## src/rtl/mult_pkg.sv

```systemverilog
// mult_pkg: shared types and helpers for the seq_mult_n multiplier.
//   mult_state_e : controller states (idle, operand load, shift-add, done)
//   mult_sign_t  : captured signedness and operand sign flags
//   cnt_width()  : iteration counter width for a given operand width
package mult_pkg;

   typedef enum logic [1:0] {
      StIdle,
      StLoad,
      StCalc,
      StDone
   } mult_state_e;

   typedef struct packed {
      logic is_signed;
      logic sign_a;
      logic sign_b;
   } mult_sign_t;

   // Must be able to hold the value DW.
   function automatic int unsigned cnt_width(input int unsigned dw);
      return $clog2(dw) + 1;
   endfunction

endpackage

```

## src/rtl/mult_negate.sv

```systemverilog
// mult_negate: combinational two's-complement negate with enable.
//   en_i  : 1 = output the negation of val_i, 0 = pass val_i through
//   val_i : W-bit input value
//   val_o : W-bit result
module mult_negate #(
   parameter int unsigned W = 8
) (
   input  logic         en_i,
   input  logic [W-1:0] val_i,
   output logic [W-1:0] val_o
);

   always_comb begin
      val_o = val_i;
      if (en_i) begin
         val_o = ~val_i + W'(1);
      end
   end

endmodule

```

## src/rtl/seq_mult_n.sv

```systemverilog
// seq_mult_n: sequential shift-add multiplier, signed or unsigned per request.
// Operands are reduced to magnitudes, multiplied with one shift-add step per
// cycle, and the result is negated when the operand signs differ.
//   i_clk, i_rst   : clock, synchronous active-high reset
//   i_start        : request, sampled only when idle
//   i_signed       : 1 = two's-complement operands, 0 = unsigned
//   i_multiplicand : operand A (DW bits)
//   i_multiplier   : operand B (DW bits)
//   o_busy         : high in every state except idle
//   o_ready        : one-cycle pulse, o_product valid
//   o_product      : 2*DW-bit result, held until the next o_ready
// Optional build macro SEQ_MULT_EARLY_TERM_EN: leave the shift-add loop as soon
// as the remaining multiplier bits are all zero.
module seq_mult_n
   import mult_pkg::*;
#(
   parameter int unsigned DW = 8
) (
   input  logic            i_clk,
   input  logic            i_rst,
   input  logic            i_start,
   input  logic            i_signed,
   input  logic [DW-1:0]   i_multiplicand,
   input  logic [DW-1:0]   i_multiplier,
   output logic            o_busy,
   output logic            o_ready,
   output logic [2*DW-1:0] o_product
);

   localparam int unsigned CW = cnt_width(DW);

   mult_state_e     state_q, state_d;
   mult_sign_t      sign_q, sign_d;
   logic [2*DW-1:0] mcand_q, mcand_d;
   logic [DW-1:0]   mplier_q, mplier_d;
   logic [2*DW-1:0] acc_q, acc_d;
   logic [CW-1:0]   cnt_q, cnt_d;
   logic [2*DW-1:0] product_q, product_d;

   logic            neg_a_en, neg_b_en;
   logic [DW-1:0]   mag_a, mag_b;
   logic [2*DW-1:0] acc_sum, prod_signed;
   logic [DW-1:0]   mplier_shift;
   logic            last_iter;

   assign neg_a_en     = sign_q.is_signed & mcand_q[DW-1];
   assign neg_b_en     = sign_q.is_signed & mplier_q[DW-1];
   assign acc_sum      = acc_q + (mplier_q[0] ? mcand_q : '0);
   assign mplier_shift = mplier_q >> 1;

   // Magnitude of -2^(DW-1) is 2^(DW-1): still fits as DW-bit unsigned.
   mult_negate #(.W(DW)) u_mag_a (
      .en_i  (neg_a_en),
      .val_i (mcand_q[DW-1:0]),
      .val_o (mag_a)
   );

   mult_negate #(.W(DW)) u_mag_b (
      .en_i  (neg_b_en),
      .val_i (mplier_q),
      .val_o (mag_b)
   );

   // Applied to the final accumulator value so the product register is
   // already correct when DONE is entered.
   mult_negate #(.W(2*DW)) u_prod (
      .en_i  (sign_q.sign_a ^ sign_q.sign_b),
      .val_i (acc_sum),
      .val_o (prod_signed)
   );

   always_comb begin
      last_iter = (cnt_q == CW'(DW - 1));
`ifdef SEQ_MULT_EARLY_TERM_EN
      last_iter = last_iter | (mplier_shift == '0);
`endif
   end

   always_comb begin
      state_d   = state_q;
      sign_d    = sign_q;
      mcand_d   = mcand_q;
      mplier_d  = mplier_q;
      acc_d     = acc_q;
      cnt_d     = cnt_q;
      product_d = product_q;

      unique case (state_q)
         StIdle: begin
            if (i_start) begin
               mcand_d          = {{DW{1'b0}}, i_multiplicand};
               mplier_d         = i_multiplier;
               sign_d.is_signed = i_signed;
               sign_d.sign_a    = 1'b0;
               sign_d.sign_b    = 1'b0;
               state_d          = StLoad;
            end
         end
         StLoad: begin
            mcand_d       = {{DW{1'b0}}, mag_a};
            mplier_d      = mag_b;
            sign_d.sign_a = neg_a_en;
            sign_d.sign_b = neg_b_en;
            acc_d         = '0;
            cnt_d         = '0;
            state_d       = StCalc;
         end
         StCalc: begin
            acc_d    = acc_sum;
            mcand_d  = mcand_q << 1;
            mplier_d = mplier_shift;
            cnt_d    = cnt_q + CW'(1);
            if (last_iter) begin
               product_d = prod_signed;
               state_d   = StDone;
            end
         end
         StDone: begin
            state_d = StIdle;
         end
         default: begin
            state_d = StIdle;
         end
      endcase
   end

   always_ff @(posedge i_clk) begin
      if (i_rst) begin
         state_q   <= StIdle;
         sign_q    <= '0;
         mcand_q   <= '0;
         mplier_q  <= '0;
         acc_q     <= '0;
         cnt_q     <= '0;
         product_q <= '0;
      end else begin
         state_q   <= state_d;
         sign_q    <= sign_d;
         mcand_q   <= mcand_d;
         mplier_q  <= mplier_d;
         acc_q     <= acc_d;
         cnt_q     <= cnt_d;
         product_q <= product_d;
      end
   end

   assign o_busy    = (state_q != StIdle);
   assign o_ready   = (state_q == StDone);
   assign o_product = product_q;

endmodule

```

## config.mk

```make
export PLATFORM = sky130hd
export DESIGN_NAME = seq_mult_n
export DESIGN_NICKNAME = d
export VERILOG_FILES = /design/src/rtl/mult_pkg.sv /design/src/rtl/mult_negate.sv /design/src/rtl/seq_mult_n.sv
export SDC_FILE = /design/constraint.sdc
export NUM_CORES = 1
export LEC_CHECK = 0
export CAP_MARGIN = 40
export CORE_MARGIN = 10
export CORE_UTILIZATION = 62
export DETAILED_ROUTE_END_ITERATION = 12
export MAX_ROUTING_LAYER = met4
export PLACE_DENSITY = 0.85
export SLEW_MARGIN = 15
export SYNTH_ARGS = -nofsm -noshare
export SYNTH_HDL_FRONTEND = slang
export SYNTH_HIERARCHICAL = 1
export SYNTH_SLANG_ARGS = --single-unit
```

## constraint.sdc

```tcl
create_clock -name i_clk -period 10.08 [get_ports i_clk]
set_input_delay 3.024 -clock i_clk [delete_from_list [all_inputs] [get_ports i_clk]]
set_output_delay 3.024 -clock i_clk [all_outputs]
set_load 0.01 [all_outputs]
```

==> results_dict.tcl <==
set metrics [dict create \
    outcome "finished, final reports clean" \
    cts_repair_resize_count 0 \
    r2r_start "mplier_q[0]$_SDFFE_PP0P_" \
    whs_path_depth 2 \
    cp_common_cell "inv_1" \
    fillers 525 \
    drv_cap 0 \
    slew_headroom_pct 41.6 \
    num_rows 29 \
    routed_wl_um 9410 \
    max-clock-path-buffers 2 \
    syn_area_um2 4180 \
    place_hpwl_um 6690 \
    grt_pass1_wl_um 15700 \
    clkLatencyLatePin_ns 0.34 \
    ys_warn_count 6 \
    crit_slowest_cell "clkdlybuf4s50_1" \
    drt-initial-drc-count 208 \
    initial_core_util_pct 64.8 \
    cp-end-kind "output port" \
    synth_edf_count 0 \
    critPathTopFamily "buffers and inverters" \
    syn_nets 574 \
    grt_overflow 0 \
    period_share_pct 47.5 \
    synth_ff_type "dfxtp_1" \
    layout_common_cells "66 x nand2_1, 65 x dfxtp_1, 62 x a21oi_1, 49 x nor2_1, 36 x clkdlybuf4s50_1" \
    grt_max_degree 49 \
    setup_viol 0 \
    slew_viol_final 0 \
    critPathMaxStageDelay_ns 0.55 \
    dieArea_um2 10400 \
    cts_tree "done" \
    core_area_um2 6460 \
    synth_top_area_share_pct 31.1 \
    ys_ff_latch 65 \
    cts_buffers 9 \
    gp_routability_congestion 0.910 \
    fmaxAchievable_mhz 209 \
    port_buffers 37 \
    die_y_um 102 \
    reg2reg_to "o_product[15]$_SDFFE_PP0P_" \
    yosys.area.top_type "dfxtp_1" \
    p_leak_nw 1.86 \
    syn_to_final_growth_pct 13.2 \
    worstPathArrival_ns 1.76 \
    tightest_slew_ns 0.873 \
    grt_usage_pct 18.8 \
    avgViaCountPerCell 5.88 \
    mostFrequentLayoutCell "nand2_1" \
    cp_max_fo 5 \
    cts.sinks 65 \
    grt_pass1_vias 3507 \
    placed_area_um2 4560 \
    htree_levels 3 \
    ant_nets 0 \
    final_cell_area_um2 4730 \
    drc_errors 0 \
    power_density_nw_per_um2 193 \
    cts_root_buffer "clkbuf_8" \
    synth_cell_type_count 55 \
    rrSetupSlack_ns 6.25 \
    syn-instance-count 529 \
    hp-class "reg -> reg" \
    critical_path_class "reg -> out" \
    die_x_um 102 \
    antenna_found_initial 0 \
    hold_violations 0 \
    ys_async_sr_fraction_pct 0 \
    fin_skew_ns 0.00535 \
    dr.pass1.iters 4 \
    startpoint_type "register" \
    path_clk_slew_ns 0.07 \
    hold-path-endpoint "o_product[0]$_SDFFE_PP0P_" \
    post-route-min-period_ns 4.79 \
    antennaDiodeCount 0 \
    seqCellArea_um2 1300 \
    rsz0062_at_grt "false" \
    min_from "o_product[0]$_SDFFE_PP0P_" \
    yosys-top-cells-area "dfxtp_1 31%, a21oi_1 7.4%, ha_1 7.2%" \
    synth.avg_cell_area_um2 7.91 \
    reg2regPathDepth 14 \
    seq_area_frac_synth_pct 31.1 \
    drive_above_1_share_pct 7.75 \
    power.ir.vdd_worst_uv 139 \
    post_cts_buffers 0 \
    postCtsHoldBufs 0 \
    vias 3718 \
    critPathBufInv 3 \
    holdWs_ns 0.453 \
    worstPathCellList "inv_1 -> ha_1 -> inv_1 -> clkdlybuf4s50_1" \
    finalSetupTns_ns 0 \
    nNetsFinal 595 \
    post_drt_wl_per_cell_um 14.9 \
    multiInputGateArea_um2 2690 \
    io_pins 38 \
    worst-endpoint-required_ns 7.06 \
]
[worst min-delay path, stage by stage (launching register included)]
cell     delay, ns
dfxtp_1       0.31
nand2_1       0.05
a21oi_1       0.05
[report_power, final]
group          internal (mW)  switching [mW]  leakage, nW
combinational          0.147           0.237         1.24
sequential             0.285          0.0436        0.527
clock                  0.102          0.0979       0.0932
[cell families (layout without fill, tap and decap cells)]
family / after synthesis / in the layout / synth area share (%)
fa+ha+maj: 25 / 25 / 7.66
flops: 65 / 65 / 31.1
xor+xnor: 42 / 42 / 8.79
compound gates: 158 / 158 / 25.6
buf+inv: 46 / 72 / 4.66
simple gates: 193 / 193 / 22.2
[cells in the mapped netlist, types with 9 or more instances]
cell type  count
a211oi_1      15
a21oi_1       62
a22o_1         9
a22oi_1       16
and2_1        19
clkbuf_1      22
dfxtp_1       65
ha_1          24
inv_1         14
nand2_1       66
nand2b_1       9
nand3_1       16
nor2_1        49
o21ai_0       18
xnor2_1       31
xor2_1        11
[through the flow]
step / std cells / power, mW / utilization (%) / setup WS, ns
floorplan: 529 / 0.628 / - / 6.02
global placement: 613 / 0.694 / 70.0 / 5.31
detailed placement: 616 / 0.714 / 70.6 / 5.38
CTS: 632 / 0.913 / 73.3 / 5.27
global route: 632 / 0.974 / 73.3 / 5.20
finish: 632 / 0.912 / 73.3 / 5.29
[sequential cells by signal, summed over array words and instances, names as in the netlist]
name	count
acc_q	16
mcand_q	16
o_product	16
mplier_q	8
cnt_q	4
sign_q	3
state_q	2
[cell type report]
class,instances,area share (%)
Multi-Input combinational cell,418,56.8
Clock buffer,13,3.36
Inverter,14,1.11
Sequential cell,65,27.5
Clock inverter,3,0.317
Timing Repair Buffer,42,8.93
Tap cell,77,2.03
[metal layers]
| layer | track usage, % | part of all wire (%) | routed length [µm] | vias to the layer above |
|---|---|---|---|---|
| met5 | - | 0 | 0 | - |
| li1 | - | - | - | 1901 |
| met2 | 30.4 | 46 | 4350 | 100 |
| met3 | 3.04 | 4.9 | 461 | 11 |
| met4 | 7.16 | 1.1 | 100 | 0 |
| met1 | 23.0 | 48 | 4490 | 1706 |
[worst max-delay path by stage]
stage | cells after the start | slack (ns) | to | startpoint
finish | 4 | 5.29 | o_busy | state_q[0]$_SDFFE_PP0P_
global route | 4 | 5.20 | o_busy | state_q[0]$_SDFFE_PP0P_
global placement | 4 | 5.31 | acc_q[13]$_SDFFE_PP0N_ | i_rst
floorplan | 6 | 6.02 | mcand_q[10]$_SDFFE_PP0P_ | i_start
detailed placement | 5 | 5.38 | acc_q[13]$_SDFFE_PP0N_ | i_rst
CTS | 4 | 5.27 | o_busy | state_q[0]$_SDFFE_PP0P_
Note: power is estimated with default switching activity, not from simulation.
